### src/rtl/pipe_ctrl_if.sv
// Handshake bundle between the pipeline stages and pipe_ctrl.
// The master drives the hazard and redirect requests. The slave (pipe_ctrl) returns the stall, flush and redirect controls.
interface pipe_ctrl_if;
  logic        jump_req_i;
  logic [31:0] jump_addr_i;
  logic        load_use_i;
  logic        div_start_i;
  logic        div_done_i;
  logic        mem_wait_i;
  logic        irq_i;
  logic [31:0] irq_vec_i;
  logic [3:0]  stall_o;
  logic        flush_if_id_o;
  logic        flush_id_ex_o;
  logic        redirect_o;
  logic [31:0] redirect_pc_o;
  logic        irq_ack_o;

  modport master (
    output jump_req_i, jump_addr_i, load_use_i, div_start_i, div_done_i,
           mem_wait_i, irq_i, irq_vec_i,
    input  stall_o, flush_if_id_o, flush_id_ex_o, redirect_o, redirect_pc_o,
           irq_ack_o
  );

  modport slave (
    input  jump_req_i, jump_addr_i, load_use_i, div_start_i, div_done_i,
           mem_wait_i, irq_i, irq_vec_i,
    output stall_o, flush_if_id_o, flush_id_ex_o, redirect_o, redirect_pc_o,
           irq_ack_o
  );
endinterface

### src/rtl/pipe_ctrl.sv
// Pipeline control unit for the 5-stage core.
// Outputs are combinational from the FSM state and the inputs. Only the state and the flush counter are registered.
module pipe_ctrl #(
  parameter int FLUSH_CYCLES = 2
) (
  input  logic        clk,
  input  logic        rst,
  pipe_ctrl_if.slave  bus
);

  localparam logic [1:0] S_RUN      = 2'd0;
  localparam logic [1:0] S_DIV_WAIT = 2'd1;
  localparam logic [1:0] S_FLUSH    = 2'd2;
  localparam logic [3:0] C_FLUSH_INIT = 4'(FLUSH_CYCLES - 1);
  localparam bit         C_MULTI      = (FLUSH_CYCLES > 1);

  logic [1:0]  r_state;
  logic [3:0]  r_flush_cnt;
  logic [1:0]  w_next_state;
  logic [3:0]  w_next_cnt;
  logic [3:0]  w_stall;
  logic        w_flush_if_id;
  logic        w_flush_id_ex;
  logic        w_redirect;
  logic [31:0] w_redirect_pc;
  logic        w_irq_ack;

  // Request arbitration, output decode and next-state logic
  always_comb begin
    w_next_state  = r_state;
    w_next_cnt    = r_flush_cnt;
    w_stall       = 4'b0000;
    w_flush_if_id = 1'b0;
    w_flush_id_ex = 1'b0;
    w_redirect    = 1'b0;
    w_redirect_pc = 32'h0000_0000;
    w_irq_ack     = 1'b0;
    if (rst) begin
      w_next_state = S_RUN;
      w_next_cnt   = 4'd0;
    end else begin
      case (r_state)
        S_RUN: begin
          if (bus.mem_wait_i) begin
            w_stall = 4'b1111;
          end else if (bus.jump_req_i || bus.irq_i) begin
            // A jump outranks the interrupt; the level irq is retaken after the flush window.
            w_redirect    = 1'b1;
            w_redirect_pc = bus.jump_req_i ? bus.jump_addr_i : bus.irq_vec_i;
            w_irq_ack     = ~bus.jump_req_i;
            w_flush_if_id = 1'b1;
            w_flush_id_ex = 1'b1;
            if (C_MULTI) begin
              w_next_state = S_FLUSH;
              w_next_cnt   = C_FLUSH_INIT;
            end else begin
              w_next_state = S_RUN;
            end
          end else if (bus.div_start_i) begin
            w_stall      = 4'b0111;
            w_next_state = S_DIV_WAIT;
          end else if (bus.load_use_i) begin
            w_stall       = 4'b0011;
            w_flush_id_ex = 1'b1;
          end else begin
            w_stall = 4'b0000;
          end
        end
        S_DIV_WAIT: begin
          if (bus.mem_wait_i) begin
            w_stall = 4'b1111;
          end else if (bus.div_done_i) begin
            w_stall = 4'b0000;
          end else begin
            w_stall = 4'b0111;
          end
          if (bus.div_done_i) begin
            w_next_state = S_RUN;
          end else begin
            w_next_state = S_DIV_WAIT;
          end
        end
        S_FLUSH: begin
          w_flush_if_id = 1'b1;
          if (bus.mem_wait_i) begin
            w_stall = 4'b1111;
          end else if (r_flush_cnt <= 4'd1) begin
            w_next_cnt   = 4'd0;
            w_next_state = S_RUN;
          end else begin
            w_next_cnt = r_flush_cnt - 4'd1;
          end
        end
        default: begin
          w_next_state = S_RUN;
          w_next_cnt   = 4'd0;
        end
      endcase
    end
  end

  // State and flush counter registers
  always_ff @(posedge clk or posedge rst) begin
    if (rst) begin
      r_state     <= S_RUN;
      r_flush_cnt <= 4'd0;
    end else begin
      r_state     <= w_next_state;
      r_flush_cnt <= w_next_cnt;
    end
  end

  assign bus.stall_o       = w_stall;
  assign bus.flush_if_id_o = w_flush_if_id;
  assign bus.flush_id_ex_o = w_flush_id_ex;
  assign bus.redirect_o    = w_redirect;
  assign bus.redirect_pc_o = w_redirect_pc;
  assign bus.irq_ack_o     = w_irq_ack;

endmodule

### src/flat_wrapper.sv
// flat-port wrapper written by rule: the top's interface ports become plain ports
module pipe_ctrl_flat 
#(
  parameter int FLUSH_CYCLES = 2
)
  (clk, rst, bus_jump_req_i, bus_jump_addr_i, bus_load_use_i, bus_div_start_i, bus_div_done_i, bus_mem_wait_i, bus_irq_i, bus_irq_vec_i, bus_stall_o, bus_flush_if_id_o, bus_flush_id_ex_o, bus_redirect_o, bus_redirect_pc_o, bus_irq_ack_o);
  pipe_ctrl_if bus_i ();
  input  logic clk;
  input  logic rst;
  input wire logic [$bits(bus_i.jump_req_i)-1:0] bus_jump_req_i;
  input wire logic [$bits(bus_i.jump_addr_i)-1:0] bus_jump_addr_i;
  input wire logic [$bits(bus_i.load_use_i)-1:0] bus_load_use_i;
  input wire logic [$bits(bus_i.div_start_i)-1:0] bus_div_start_i;
  input wire logic [$bits(bus_i.div_done_i)-1:0] bus_div_done_i;
  input wire logic [$bits(bus_i.mem_wait_i)-1:0] bus_mem_wait_i;
  input wire logic [$bits(bus_i.irq_i)-1:0] bus_irq_i;
  input wire logic [$bits(bus_i.irq_vec_i)-1:0] bus_irq_vec_i;
  output wire logic [$bits(bus_i.stall_o)-1:0] bus_stall_o;
  output wire logic [$bits(bus_i.flush_if_id_o)-1:0] bus_flush_if_id_o;
  output wire logic [$bits(bus_i.flush_id_ex_o)-1:0] bus_flush_id_ex_o;
  output wire logic [$bits(bus_i.redirect_o)-1:0] bus_redirect_o;
  output wire logic [$bits(bus_i.redirect_pc_o)-1:0] bus_redirect_pc_o;
  output wire logic [$bits(bus_i.irq_ack_o)-1:0] bus_irq_ack_o;
  assign bus_i.jump_req_i = bus_jump_req_i;
  assign bus_i.jump_addr_i = bus_jump_addr_i;
  assign bus_i.load_use_i = bus_load_use_i;
  assign bus_i.div_start_i = bus_div_start_i;
  assign bus_i.div_done_i = bus_div_done_i;
  assign bus_i.mem_wait_i = bus_mem_wait_i;
  assign bus_i.irq_i = bus_irq_i;
  assign bus_i.irq_vec_i = bus_irq_vec_i;
  assign bus_stall_o = bus_i.stall_o;
  assign bus_flush_if_id_o = bus_i.flush_if_id_o;
  assign bus_flush_id_ex_o = bus_i.flush_id_ex_o;
  assign bus_redirect_o = bus_i.redirect_o;
  assign bus_redirect_pc_o = bus_i.redirect_pc_o;
  assign bus_irq_ack_o = bus_i.irq_ack_o;
  pipe_ctrl #(.FLUSH_CYCLES(FLUSH_CYCLES)) u_core (.clk(clk), .rst(rst), .bus(bus_i));
endmodule
### config.mk
export PLATFORM = sky130hd
export DESIGN_NAME = pipe_ctrl_flat
export DESIGN_NICKNAME = d
export VERILOG_FILES = /design/src/rtl/pipe_ctrl_if.sv /design/src/rtl/pipe_ctrl.sv /design/src/flat_wrapper.sv
export SDC_FILE = /design/constraint.sdc
export NUM_CORES = 1
export LEC_CHECK = 0
export ABC_CLOCK_PERIOD_IN_PS = 4600
export CORE_AREA = 5 5 62 64
export CTS_CLUSTER_SIZE = 40
export DETAILED_ROUTE_END_ITERATION = 16
export DIE_AREA = 0 0 67 69
export GPL_TIMING_DRIVEN = 0
export HOLD_SLACK_MARGIN = 0.02
export PLACE_DENSITY = 0.95
export SETUP_SLACK_MARGIN = 0.1
export SYNTH_ARGS = -nofsm -noshare
export SYNTH_HDL_FRONTEND = slang
export SYNTH_SLANG_ARGS = --single-unit
### constraint.sdc
create_clock -name clk -period 4.6 [get_ports clk]
set_clock_uncertainty 0.1 [all_clocks]
set_input_delay 0.69 -clock clk [delete_from_list [all_inputs] [get_ports clk]]
set_output_delay 0.69 -clock clk [all_outputs]
set_load 0.01 [all_outputs]
==> impl_results.md <==
- Outcome: finished, final reports clean
- First-pass GRT wire length: 6.31 mm
- Synth Area in Compound Gates: 46.5%
- WHS Endpoint: u_core.r_flush_cnt[2]
- FF+latch count, synth: 6
- Total CTS buffers: 3
- Yosys cell types: 27
- Final period utilization: approximately 80%
- Synth area leaders: a22o_1 (35%), dfrtp_1 (18%), buf_6 (5.5%), nor2_1 (3.7%), inv_1 (3.2%)
- WHS: around 0.44 ns
- # diodes: 0
- Worst path cell trace: clkdlybuf4s50_1, nor3_2, nand2b_2, nor3b_4, buf_6, a22o_1, clkdlybuf4s50_1
- Routed wire per std cell: between 15 and 20 um
- Post-synthesis simple-gate area fraction: just over 20%
- Final hold violations: 0
- Pwr Total: between 200 and 300 uW
- Area Growth Syn to Fin: 145%
- Initial antenna violation count: 0
- Number of remaining DRC errors: 0
- Max-Cap Viols: 0
- Clk slew on worst S/H paths: approximately 0.05 ns
- Max H-tree Level: 1
- Largest family of logic cells by synthesized area: compound AO/OA/AOI/OAI gates
- Yosys warning count: 0
- Cell taking the most area after synthesis: a22o_1
- Largest stage delay, worst path: 0.54 ns
- Total nets after synthesis: about 180
- Root Buffer: clkbuf_4
- Worst Setup Path Type: in2out
- Max-slew violations: 0
- Mapped cell area: 821 um2
- Critical Path RT: roughly 3.8 ns
- Period minus WS final: approximately 3.7 ns
- HPWL reported at the end of detailed placement: 3.39 mm
- Gate Count Post-Synth: 101
- Critical R2R Capture: u_core.r_flush_cnt[1]
- Post-synthesis mux area share: 0%
- Num ports: around 110
- Top-area cell type share of the netlist area: between 30% and 40%
- Setup Viol. Count Final: 0
- Sink Count: 6
- Grt ovf: 0
- # hold bufs at CTS: 0
- Pre-CTS setup slack: approximately 0.9 ns
- Crit path max fanout: 10
- Synth Area in XOR/XNOR: 0%
- RSZ-0062 raised after global routing: false
- Number of synthesized flops with an enable pin: 0
- Mapped Avg Cell Area: 8.13 um2
- Total track usage: 17.1%
- Core Area: around 0.0032 mm2
- Critical path capture point type: output pin
- Worst path most repeated cell: clkdlybuf4s50_1
- Share of cells above drive strength 1: under 10%
- GPL Wtd Cong: between 0.8 and 0.9
- Setup ws final: approximately 0.9 ns
- Vias per cell: roughly 5
- Die height: ~69 um
- Std cell rows: 21
- Initial Util: 25.4%
- Largest net degree at the start of global routing: 11
- Final ANT Viol Nets: 0
- Post-CTS setup buffer count: 0
- Worst R2R Start: u_core.r_state[1]
- Vias in the first global route: 1328
- Measured slew at the worst slew-check pin: around 0.48 ns
- Post-synth ARST share: 100%
- Hold Crit Depth: 1
- Slew margin rel.: 67.9%
- Hold Crit Start: u_core.r_flush_cnt[2]
- Reg2Reg Setup Slack: 2.83 ns
- Crit-path slowest cell: clkdlybuf4s50_1
- Adder-Cell Fraction of Synth Area: under 10%
- Port-buffer cells: between 100 and 150
- Worst-skew pair later-pin latency: 0.24 ns
- DR vias: between 1000 and 1500
- Post-CTS resize count: 0
- Final #Nets: approximately 290
- PwrDens: roughly 130 mW/mm2
- Synth Flop Type: dfrtp_1
- Worst Hold Class: reg2reg
- Die X: ~67 um
- Post-synthesis sequential area ratio: a little under a fifth
- Deepest clock path buffer count: 2
- CP Data Arrival Time: between 2 and 3 ns
- Detailed Route Iter0 Violations: 45
- CTS tree: built
- Nature of the critical path startpoint: input pin
- First drt pass iteration count: 4
- Die area: 0.00462 mm2
- Setup_tns: 0 ns
- Max VDD drop: about 0.13 mV
- Static Leak: approximately 0.00080 uW
- R2R cell count: 5
- F_max: between 200 and 300 MHz
- WL final: roughly 4 mm
==> routing by layer <==
layer	global-route usage (%)	share of wire [%]
met2	31.6	53
met4	2.25	0.67
met1	17.8	34
met5	0	0
met3	7.14	13
==> final cells by class <==
cell class	count	area [um2]
Fill cell	285	1220
Timing Repair Buffer	111	1110
Multi-Input combinational cell	79	573
Sequential cell	6	150
Buffer	9	71.3
Tap cell	46	57.6
Inverter	7	26.3
Clock buffer	3	22.5
==> critical path: cells and delay by family <==
family	cells	cell delay [ns]
AO/OA/AOI/OAI	1	0.16
buffers and inverters	3	1.27
AND/OR/NAND/NOR	3	0.76
==> registers in the layout (all words and copies together), names as in the netlist <==
signal / flops
u_core.r_flush_cnt: 4
u_core.r_state: 2
==> metrics by stage <==
step / cells / area, um2 / utilization (%)
global route: 261 / 2010 / 62.3
CTS: 261 / 2010 / 62.3
global placement: 258 / 1990 / 61.6
finish: 261 / 2010 / 62.3
detailed placement: 258 / 1990 / 61.6
floorplan: 101 / 821 / -
==> synthesized netlist by cell type (all sizes together), types with 3 or more instances <==
library cell	count
a21oi	4
a22o	33
buf	8
dfrtp	6
inv	7
nand2	7
nand2b	3
nor2	8
nor3	5
o21ai	4
==> layout by cell type, fill, tap and decap left out, types with 2 or more instances in the layout <==
cell type | synthesis | routed
nor2_1 | 8 | 8
ha_1 | 2 | 2
clkdlybuf4s50_1 | 0 | 111
or4_1 | 2 | 2
inv_1 | 7 | 7
clkbuf_4 | 0 | 3
a31oi_1 | 2 | 2
nor3_1 | 4 | 4
buf_2 | 3 | 3
a21oi_1 | 4 | 4
o21ai_1 | 2 | 2
nand2b_1 | 2 | 2
buf_6 | 4 | 4
nand2_1 | 7 | 7
o21ai_0 | 2 | 2
o41ai_1 | 2 | 2
dfrtp_1 | 6 | 6
a22o_1 | 33 | 33
==> power by group <==
| part | internal (uW) | total, uW | leakage (uW) | switching (uW) |
|---|---|---|---|---|
| clock | 29.6 | 49.7 | 0.0000138 | 20.1 |
| sequential | 55.0 | 56.9 | 0.0000818 | 1.87 |
| combinational | 98.6 | 150 | 0.000708 | 51.4 |
==> logic make-up (layout without fill, tap and decap cells) <==
group,Yosys count,in the layout
AOI/OAI and AO/OA,48,48
and+or+nand+nor,29,29
buffers and inverters,16,130
DFF,6,6
adders and majority gates,2,2
==> worst max path at each step <==
stage | startpoint | end | slack [ns]
floorplan | bus_mem_wait_i | bus_redirect_pc_o[22] | 2.15
global placement | bus_mem_wait_i | bus_redirect_pc_o[23] | 0.91
detailed placement | bus_mem_wait_i | bus_redirect_pc_o[28] | 0.89
CTS | bus_mem_wait_i | bus_redirect_pc_o[28] | 0.88
global route | bus_mem_wait_i | bus_redirect_pc_o[30] | 0.73
finish | bus_mem_wait_i | bus_redirect_pc_o[8] | 0.91
(Power assumes the default switching activity.)
